--- src/rtl/id_pkg.sv ---
// Shared types and ASCII bounds for the identifier token controller.
package id_pkg;

  typedef enum logic [1:0] {StIdle, StInId, StSkip} state_e;

  typedef enum logic [1:0] {ClsLetter, ClsDigit, ClsSep} char_class_e;

  localparam logic [7:0] AsciiDigitLo = 8'd48;
  localparam logic [7:0] AsciiDigitHi = 8'd57;
  localparam logic [7:0] AsciiUpperLo = 8'd65;
  localparam logic [7:0] AsciiUpperHi = 8'd90;
  localparam logic [7:0] AsciiLowerLo = 8'd97;
  localparam logic [7:0] AsciiLowerHi = 8'd122;

endpackage

--- src/rtl/id_char_class.sv ---
// Combinational classifier: maps one ASCII byte to letter, digit or separator.
module id_char_class
  import id_pkg::*;
(
  input  logic [7:0]  char_i,
  output char_class_e cls_o
);

  logic is_upper, is_lower, is_digit;

  assign is_upper = (char_i >= AsciiUpperLo) && (char_i <= AsciiUpperHi);
  assign is_lower = (char_i >= AsciiLowerLo) && (char_i <= AsciiLowerHi);
  assign is_digit = (char_i >= AsciiDigitLo) && (char_i <= AsciiDigitHi);

  always_comb begin
    cls_o = ClsSep;
    if (is_upper || is_lower) begin
      cls_o = ClsLetter;
    end else if (is_digit) begin
      cls_o = ClsDigit;
    end
  end

endmodule

--- src/rtl/id_token_ctrl.sv ---
// Identifier token controller: tracks letter-led alphanumeric runs and emits one
// buffered length record per identifier. Optional emit counter: ID_TOKEN_CNT_EN.
module id_token_ctrl
  import id_pkg::*;
#(
  parameter int unsigned LEN_W = 8,
  parameter int unsigned CNT_W = 16
) (
  input  logic             clk,
  input  logic             reset,
  input  logic             in_valid,
  input  logic [7:0]       in_char,
  input  logic             in_last,
  output logic             in_ready,
  output logic             tok_valid,
  input  logic             tok_ready,
  output logic [LEN_W-1:0] tok_len,
  output logic             tok_ovf,
  output logic [CNT_W-1:0] tok_cnt
);

  localparam logic [LEN_W-1:0] LenMax = '1;

  char_class_e      cls;
  state_e           state_q, state_d;
  logic [LEN_W-1:0] len_q, len_d;
  logic             ovf_q, ovf_d;
  logic             tok_valid_q, tok_valid_d;
  logic [LEN_W-1:0] tok_len_q, tok_len_d;
  logic             tok_ovf_q, tok_ovf_d;
  logic             accept, emit;

  id_char_class u_char_class (
    .char_i (in_char),
    .cls_o  (cls)
  );

  assign in_ready = ~tok_valid_q | tok_ready;
  assign accept   = in_valid & in_ready;

  always_comb begin
    state_d     = state_q;
    len_d       = len_q;
    ovf_d       = ovf_q;
    tok_valid_d = tok_valid_q;
    tok_len_d   = tok_len_q;
    tok_ovf_d   = tok_ovf_q;
    emit        = 1'b0;

    if (tok_ready) begin
      tok_valid_d = 1'b0;
    end

    if (accept) begin
      unique case (state_q)
        StIdle: begin
          if (cls == ClsLetter) begin
            state_d = StInId;
            len_d   = LEN_W'(1);
            ovf_d   = 1'b0;
          end else if (cls == ClsDigit) begin
            state_d = StSkip;
          end
        end
        StInId: begin
          if (cls != ClsSep) begin
            // Length sticks at its maximum; the overflow flag records the loss.
            if (len_q == LenMax) begin
              ovf_d = 1'b1;
            end else begin
              len_d = len_q + LEN_W'(1);
            end
          end else begin
            emit    = 1'b1;
            state_d = StIdle;
          end
        end
        StSkip: begin
          if (cls == ClsSep) begin
            state_d = StIdle;
          end
        end
        default: state_d = StIdle;
      endcase

      // End of stream closes an open identifier including this character.
      if (in_last) begin
        if (state_d == StInId) begin
          emit = 1'b1;
        end
        state_d = StIdle;
      end
    end

    if (emit) begin
      tok_valid_d = 1'b1;
      tok_len_d   = len_d;
      tok_ovf_d   = ovf_d;
      len_d       = '0;
      ovf_d       = 1'b0;
    end
  end

  always_ff @(posedge clk or posedge reset) begin
    if (reset) begin
      state_q     <= StIdle;
      len_q       <= '0;
      ovf_q       <= 1'b0;
      tok_valid_q <= 1'b0;
      tok_len_q   <= '0;
      tok_ovf_q   <= 1'b0;
    end else begin
      state_q     <= state_d;
      len_q       <= len_d;
      ovf_q       <= ovf_d;
      tok_valid_q <= tok_valid_d;
      tok_len_q   <= tok_len_d;
      tok_ovf_q   <= tok_ovf_d;
    end
  end

  assign tok_valid = tok_valid_q;
  assign tok_len   = tok_len_q;
  assign tok_ovf   = tok_ovf_q;

`ifdef ID_TOKEN_CNT_EN
  logic [CNT_W-1:0] cnt_q, cnt_d;

  assign cnt_d = emit ? cnt_q + CNT_W'(1) : cnt_q;

  always_ff @(posedge clk or posedge reset) begin
    if (reset) begin
      cnt_q <= '0;
    end else begin
      cnt_q <= cnt_d;
    end
  end

  assign tok_cnt = cnt_q;
`else
  assign tok_cnt = '0;
`endif

endmodule

--- config.mk ---
export PLATFORM = sky130hd
export DESIGN_NAME = id_token_ctrl
export DESIGN_NICKNAME = d
export VERILOG_FILES = /design/src/rtl/id_pkg.sv /design/src/rtl/id_char_class.sv /design/src/rtl/id_token_ctrl.sv
export SDC_FILE = /design/constraint.sdc
export NUM_CORES = 1
export LEC_CHECK = 0
export ABC_AREA = 1
export CORE_MARGIN = 10
export CORE_UTILIZATION = 50
export DETAILED_ROUTE_END_ITERATION = 7
export PLACE_DENSITY = 0.81
export SYNTH_ARGS = -nofsm -noshare
export SYNTH_HDL_FRONTEND = slang
export SYNTH_SLANG_ARGS = --single-unit
export TNS_END_PERCENT = 100
--- constraint.sdc ---
create_clock -name clk -period 2.2 [get_ports clk]
set_clock_uncertainty 0.2 [all_clocks]
set_input_delay 0.44 -clock clk [delete_from_list [all_inputs] [get_ports clk]]
set_output_delay 0.44 -clock clk [all_outputs]
set_load 0.005 [all_outputs]
==> results.toml, run 1 <==
[outcome]
status = "finished clean"

[power]
cellPowerDensity_nw_per_um2 = 586
power.switching_uw = 431
switching_share_pct = 36.5
pwr-share-comb_pct = 41.4
seq_power_share_pct = 43.6
p_clk_share_pct = 15.0
leakage_uw = 0.00113
max-vdd-ir-drop_mv = 0.641
p_int_uw = 751

[drt]
routed_wl_um = 3790
dr.pass1.iters = 4
drc = 0
drt_iter0_drc = 49
post_drt_via_cell_ratio = 4.72
ant_nets = 0
wl_per_cell_um = 11.6
via_count = 1538

[layout]
drive_gt1_share_pct = 18.4
layout_common_cells = "nand2_1 (85), inv_1 (22), dfrtp_1 (21)"
final_cells = 326
nets = 297
utilization_pct = 65.0
design_area_um2 = 2020
n_antenna_cell = 0
syn_to_final_growth_pct = 22.3
final_common_cell = "nand2_1"

[clock_tree]
clockBufferDepth = 2
cts_made_buffers = 3
cts_tree = "done"
clock-root-buffer = "clkbuf_4"
path_clk_slew_ns = 0.10
ctsHoldBuffers = 0
clk_latency_ns = 0.30
htree_levels = 1
clock_sinks = 21

[floorplan]
ios = 40
die_h_um = 77.4
die_w_um = 77.4
initial_utilization_pct = 53.1
core_um2 = 3100
dieArea_um2 = 5990
num_rows = 20

[setup_path]
crit_buf_inv = 2
slowest_delay_ns = 0.32
critPathKind = "input port to flip-flop"
cp-start-kind = "input port"
cp_top_family = "simple AND/OR/NAND/NOR gates"
r2r_start = "len_q[0]"
endpoint_kind = "flip-flop"
reg2reg_depth = 11
rr_endpoint = "tok_len[5]"
cp_common_cell = "nand2_1"
crit_path_max_fanout = 7
reg2reg_slack_ns = 0.28
crit_arrival_ns = 1.97
critPathSlowestCell = "nor3_4"
required_ns = 2.25
crit_chain = "dlymetal6s2s_1, inv_2, nand2_2, nor2_2, nand2_1, nand2_1, nand2_2, nand2_4, nand2_4, nor3_4, nand2_1, nand2_1, nand2_2, nand2_2, nand2_1, nand2_1"

[synth]
syn_area_um2 = 1650
ys_seq_area_share_pct = 31.9
synthDistinctLibCells = 26
synth-seq-cells = 21
synth_warnings = 0
synth_cells = 244
syn_area_per_cell_um2 = 6.75

[timing]
min_period_over_period_pct = 87.4
period_needed_ns = 1.92
whs_ns = 0.264
setup_ws_ns = 0.277
slew_violations = 0
rsz0062_at_grt = "no"
setup_viol = 0
finalHoldViolations = 0
timing.fmax_ghz = 0.520

[run]
cap_violations = 0

[placement]
io_buffers = 23
pre_cts_ws_ns = -0.283
place.gp.congestion = 0.861
dp_hpwl_um = 2950
placed_area_um2 = 1930
dp.cells = 320

[global_route]
antenna_found_initial = 0
grt_max_degree = 22
grt_pass1_vias = 1520
grt_pass1_wl_um = 6460
globalRoute.totalOverflow = 0
grt.total_usage_pct = 12.2

[hold_path]
hold_class = "input port to asynchronous set/reset pin"
-- flip-flops by register name, indices dropped and copies added (netlist names) --
register,flops
len_q,8
tok_valid,1
tok_len,8
state_q,2
tok_ovf,1
ovf_q,1
-- cells by family (layout without fill, tap and decap cells) --
| group | Yosys count | count (layout) | synth area share (%) |
|---|---|---|---|
| xor+xnor | 2 | 2 | 1.06 |
| compound gates | 22 | 22 | 8.28 |
| buf+inv | 46 | 69 | 15.7 |
| other cells | 1 | 16 | 0.228 |
| flops | 21 | 21 | 31.9 |
| simple gates | 151 | 151 | 42.1 |
| fa+ha+maj | 1 | 1 | 0.759 |
-- layout make-up --
type	count	area, um^2
fill	291	1090
multi-input combinational	192	940
sequential	21	526
timing repair buffer	38	365
inverter	27	104
tap	44	55.1
clock buffer	4	26.3
-- per-stage QoR --
stage,total power [uW],TNS [ns]
after global placement,987,-4.29
after detailed placement,997,-4.96
after CTS,1180,0
after floorplan,826,0
after global routing,1270,0
final,1180,0
-- per-layer routing --
metal  vias up  share of wire, %  global-route usage (%)
met2        52                45                    20.5
met3        11               8.0                    3.80
li1        813                 -                       -
met1       662                44                    14.4
met5         -                 0                       0
met4         0               2.3                    4.38
-- Yosys cell counts (all sizes together) --
cell	n	share of area, %
conb	1	0.23
ha	1	0.76
nor2	23	5.8
nand3	16	5.2
nand2	99	25
dfrtp	21	32
buf	19	9.4
nand4	10	3.8
a21oi	13	5.3
clkinv	1	0.23
o21ai	9	3.0
inv	26	6.1
nor3	2	1.6
or2	1	0.38
xor2	2	1.1
-- timing repair --
action | in CTS | in global routing
setup endpoints to repair | 0 | 21
gates resized for setup | 0 | 15
setup buffers | 0 | 2
-- power groups by stage --
stage / combinational (uW) / sequential [uW] / clock [uW]
floorplan: 312 / 513 / 0
global placement: 468 / 519 / 0
detailed placement: 477 / 520 / 0
CTS: 483 / 514 / 181
global route: 554 / 524 / 193
finish: 489 / 516 / 177
-- worst min-delay path, stage by stage --
cell	delay, ns
clkdlybuf4s50_1	0.40
inv_1	0.06
buf_4	0.26
-- worst max path at each step --
| stage | startpoint | endpoint | slack, ns | cells past startpoint |
|---|---|---|---|---|
| after CTS | in_char[3] | tok_len[2] | 0.008 | 16 |
| after detailed placement | in_char[5] | tok_len[5] | -0.28 | 16 |
| after global routing | len_q[1] | tok_len[3] | 0.01 | 13 |
| after floorplan | in_char[7] | tok_len[1] | 0.33 | 17 |
| after global placement | in_char[5] | tok_len[0] | -0.25 | 13 |
| final | in_char[7] | tok_len[2] | 0.28 | 16 |
Note: power is estimated with default switching activity, not from simulation.
==> run 2: changes to the inputs <==
--- a/config.mk
+++ b/config.mk
@@ -10,6 +10,7 @@
 export CORE_UTILIZATION = 50
 export DETAILED_ROUTE_END_ITERATION = 7
 export PLACE_DENSITY = 0.81
+export SETUP_SLACK_MARGIN = 0.15
 export SYNTH_ARGS = -nofsm -noshare
 export SYNTH_HDL_FRONTEND = slang
 export SYNTH_SLANG_ARGS = --single-unit
==> results.toml, run 2 (synthesis gave the netlist of run 1 again) <==
[floorplan]
core_um2 = 3100
die_w_um = 77.4
dieArea_um2 = 5990
die_h_um = 77.4
ios = 40
num_rows = 20
initial_utilization_pct = 53.1

[power]
leakage_uw = 0.00112
max-vdd-ir-drop_mv = 0.663
cellPowerDensity_nw_per_um2 = 581
p_total_uw = 1220

[clock_tree]
cts_made_buffers = 3
cts_tree = "done"
ctsHoldBuffers = 0
htree_levels = 1
clock_sinks = 21
path_clk_slew_ns = 0.10
clock-root-buffer = "clkbuf_4"
clockBufferDepth = 2
clk_latency_ns = 0.30

[setup_path]
crit_path_max_fanout = 5
r2r_start = "len_q[0]"
reg2reg_depth = 10
required_ns = 2.25
crit_arrival_ns = 2.06
reg2reg_slack_ns = 0.20
cp-start-kind = "flip-flop"
critPathKind = "flip-flop to flip-flop"
rr_endpoint = "len_q[1]"
slowest_delay_ns = 0.42
critPathSlowestCell = "dfrtp_1"
crit_chain = "ha_2, nand4_1, nor2_2, nand2_2, buf_4, nand3_1, nand2_1, o21ai_2, nand2_1, inv_1"
cp_common_cell = "nand2_1"
endpoint_kind = "flip-flop"

[layout]
syn_to_final_growth_pct = 27.3
final_cells = 334
drive_gt1_share_pct = 26.6
final_common_cell = "nand2_1"
layout_common_cells = "nand2_1 (79), inv_1 (21), buf_4 (21)"
n_antenna_cell = 0
nets = 305
n_fill_cell = 280

[timing]
slew_violations = 0
setup_viol = 0
period_needed_ns = 2.00
timing.fmax_ghz = 0.499
min_period_over_period_pct = 91.1
whs_ns = 0.260
finalHoldViolations = 0
rsz0062_at_grt = "yes"

[outcome]
status = "finished clean"

[global_route]
grt_pass1_vias = 1578
grt.total_usage_pct = 12.9
grt_max_degree = 22
antenna_found_initial = 0
globalRoute.totalOverflow = 0
grt_pass1_wl_um = 6820

[drt]
drc = 0
via_count = 1630
dr.pass1.iters = 4
wl_per_cell_um = 12.5
ant_nets = 0
drt_iter0_drc = 170
routed_wl_um = 4160
post_drt_via_cell_ratio = 4.88

[hold_path]
hold_class = "input port to asynchronous set/reset pin"

[placement]
dp_hpwl_um = 2950
dp.cells = 320
place.gp.congestion = 0.861
io_buffers = 23

[run]
cap_violations = 0
-- run 2: cell count changes in the layout (fill, tap and decap cells not counted), moves of 2 or more --
| cell | previous run | this run |
|---|---|---|
| dlymetal6s2s_1 | 9 | 0 |
| buf_4 | 15 | 21 |
| nand2_1 | 85 | 79 |
| nand2_2 | 10 | 16 |
| dlygate4sd2_1 | 0 | 5 |
| nor2_1 | 18 | 13 |
| nor2_2 | 5 | 8 |
| clkbuf_2 | 0 | 2 |
| clkdlybuf4s15_1 | 0 | 2 |
| nand3_2 | 0 | 2 |
| nor2_4 | 0 | 2 |
-- run 2: worst max-delay path by stage --
stage,from,endpoint,slack (ns),cells after the start
final,len_q[0],len_q[1],0.20,10
after global routing,len_q[1],tok_len[4],0.06,13
after CTS,in_char[7],tok_len[2],0.19,16
after detailed placement,in_char[5],tok_len[5],-0.28,16
after global placement,in_char[5],tok_len[0],-0.25,13
after floorplan,in_char[7],tok_len[1],0.33,17
-- run 2: layer usage --
metal,share of wire [%],wire [um],vias up,track usage [%]
met2,48,2000,61,22.2
li1,-,-,830,-
met5,0,0,-,0
met3,8.1,336,14,3.69
met1,41,1730,725,15.0
met4,2.4,102,0,4.38
-- run 2: power breakdown --
group / switching [uW] / internal (uW) / leakage, uW / total (uW)
Sequential: 65.0 / 453 / 0.000282 / 518
Clock: 110 / 70.8 / 0.0000150 / 181
Combinational: 281 / 240 / 0.000821 / 521
-- run 2: repair_timing --
item                                   4_1_cts  5_1_grt
endpoints found under the hold margin        0        0
pin swaps                                   12       18
cloned                                       0        1
setup buffers                                5        4
gates resized for setup                     19       23
setup endpoints to repair                   21       19
-- run 2: critical path: cells and delay by family, from the launching register on --
kind	cells	cell delay (ns)
and+or+nand+nor	6	0.75
DFF	1	0.42
adders and majority gates	1	0.21
buffers and inverters	2	0.21
AOI/OAI and AO/OA	1	0.16
-- run 2: final cells by class --
| class | instances | area [um^2] | area share [%] |
|---|---|---|---|
| Tap cell | 44 | 55.1 | 2.62 |
| Inverter | 27 | 106 | 5.07 |
| Clock buffer | 4 | 26.3 | 1.25 |
| Timing Repair Buffer | 45 | 383 | 18.2 |
| Sequential cell | 21 | 527 | 25.1 |
| Multi-Input combinational cell | 193 | 1000 | 47.7 |
-- run 2: per-stage QoR --
step,instance area (um^2),TNS [ns],utilization [%],setup slack (ns)
finish,2100,0,67.6,0.196
global route,2100,0,67.6,0.0590
CTS,2010,0,64.9,0.195
detailed placement,1930,-4.96,62.3,-0.283
global placement,1930,-4.29,62.3,-0.255
floorplan,1700,0,-,0.331
==> run 3: changes to the inputs <==
--- a/config.mk
+++ b/config.mk
@@ -6,10 +6,10 @@
 export NUM_CORES = 1
 export LEC_CHECK = 0
 export ABC_AREA = 1
-export CORE_MARGIN = 10
+export CORE_MARGIN = 2
 export CORE_UTILIZATION = 50
 export DETAILED_ROUTE_END_ITERATION = 7
-export PLACE_DENSITY = 0.81
+export PLACE_DENSITY = 0.91
 export SETUP_SLACK_MARGIN = 0.15
 export SYNTH_ARGS = -nofsm -noshare
 export SYNTH_HDL_FRONTEND = slang
==> results.toml, run 3 (synthesis gave the netlist of run 1 again) <==
[drt]
drc = 0
drt_iter0_drc = 62
dr.pass1.iters = 4
post_drt_via_cell_ratio = 4.76
ant_nets = 0
wl_per_cell_um = 11.1
via_count = 1574
routed_wl_um = 3670

[global_route]
grt_max_degree = 22
globalRoute.totalOverflow = 0
antenna_found_initial = 0
grt_pass1_wl_um = 6030
met2_usage_pct = 39.4
grt.total_usage_pct = 20.8
grt_util_met1_pct = 24.7
grt_use_met3_pct = 2.10
gr-max-usage-layer = "met2"
grt_pass1_vias = 1433

[timing]
min_period_over_period_pct = 89.3
setup_viol = 0
finalHoldViolations = 0
period_needed_ns = 1.97
slew_violations = 0
timing.fmax_ghz = 0.509
whs_ns = 0.270
rsz0062_at_grt = "yes"

[setup_path]
crit_path_max_fanout = 5
critPathSlowestCell = "dfrtp_1"
cp-start-kind = "flip-flop"
endpoint_kind = "flip-flop"
crit_buf_inv = 0
crit_arrival_ns = 1.99
required_ns = 2.23
slowest_delay_ns = 0.40
critPathKind = "flip-flop to flip-flop"
crit_chain = "ha_2, nand4_1, nor3_4, nor2_1, o21ai_1, nand3_1, nand2_1, nand2_2, o21ai_2"
cp_top_family = "simple AND/OR/NAND/NOR gates"

[layout]
multi_input_area_um2 = 998
syn_to_final_growth_pct = 25.6
final_common_cell = "nand2_1"
design_area_um2 = 2070
layout_common_cells = "nand2_1 (84), inv_1 (21), dfrtp_1 (20)"
ff_latch_area_um2 = 527
nets = 302
n_antenna_cell = 0
utilization_pct = 66.7
n_fill_cell = 267
drive_gt1_share_pct = 23.7

[clock_tree]
cts_tree = "done"
cts_made_buffers = 3
clk_latency_ns = 0.29
clock-root-buffer = "clkbuf_4"
path_clk_slew_ns = 0.10
clock_sinks = 21
clockBufferDepth = 2
htree_levels = 1

[power]
leakage_uw = 0.00110
cellPowerDensity_nw_per_um2 = 596
max-vdd-ir-drop_mv = 0.468
p_total_uw = 1230

[hold_path]
hold_class = "input port to asynchronous set/reset pin"

[floorplan]
dieArea_um2 = 3770
num_rows = 20
die_w_um = 61.4
ios = 40
core_um2 = 3100
initial_utilization_pct = 53.1
die_h_um = 61.4

[run]
cap_violations = 0

[placement]
dp_hpwl_um = 2650
io_buffers = 23
placed_area_um2 = 1940
place.gp.congestion = 0.847

[outcome]
status = "finished clean"
[run 3: changes by cell type in the layout (fill, tap and decap cells not counted), moves of 3 or more]
cell,delta
nand2_2,-5
nor2_2,-3
nand2_1,+5
buf_4,-3
nor2_1,+3
[run 3: path summary, 6_finish.rpt]
check / from / end / slack [ns] / cells past startpoint
min: reset / tok_ovf / 0.27 / 3
max reg2reg: len_q[1] / tok_len[0] / 0.23 / 9
max in group asynchronous: reset / len_q[3] / 1.30 / 3
max: len_q[1] / tok_len[0] / 0.23 / 9
min in group clk: tok_len[1] / tok_len[1] / 0.30 / 2
min reg2reg: tok_len[1] / tok_len[1] / 0.30 / 2
[run 3: worst min-delay path, delay by kind of cell]
family | cells | cell delay, ns
buffers and inverters | 3 | 0.71
[run 3: where the power goes]
group | switching, uW | internal (uW) | total, uW
combinational | 291 | 255 | 545
clock | 104 | 70.5 | 174
sequential | 61.5 | 453 | 515
total | 456 | 778 | 1230
[run 3: per-stage QoR]
| step | setup slack [ns] | TNS (ns) | std cells |
|---|---|---|---|
| floorplan | 0.331 | 0 | 259 |
| global placement | -0.253 | -4.27 | 321 |
| detailed placement | -0.295 | -5.15 | 321 |
| CTS | 0.225 | 0 | 327 |
| global route | 0.0730 | 0 | 331 |
| finish | 0.235 | 0 | 331 |
[run 3: final cells by class]
cell class / count / area share (%)
clock buffer: 4 / 1.27
inverter: 27 / 5.26
multi-input combinational: 193 / 48.2
sequential: 21 / 25.5
tap: 44 / 2.66
timing repair buffer: 41 / 16.8
timing repair inverter: 1 / 0.302
[run 3: per-layer routing]
layer  wire length [um]  up-vias
li1                   -      824
met1               1590      698
met2               1850       44
met3                163        8
met4                 68        0
met5                  0        -
[run 3: timing repair]
item | in CTS | in global routing
buffers inserted | 0 | 4
resized for setup | 18 | 19
hold buffers | 0 | 0
pin swaps | 11 | 10
endpoints found under the setup margin | 21 | 18
gates cloned | 2 | 0
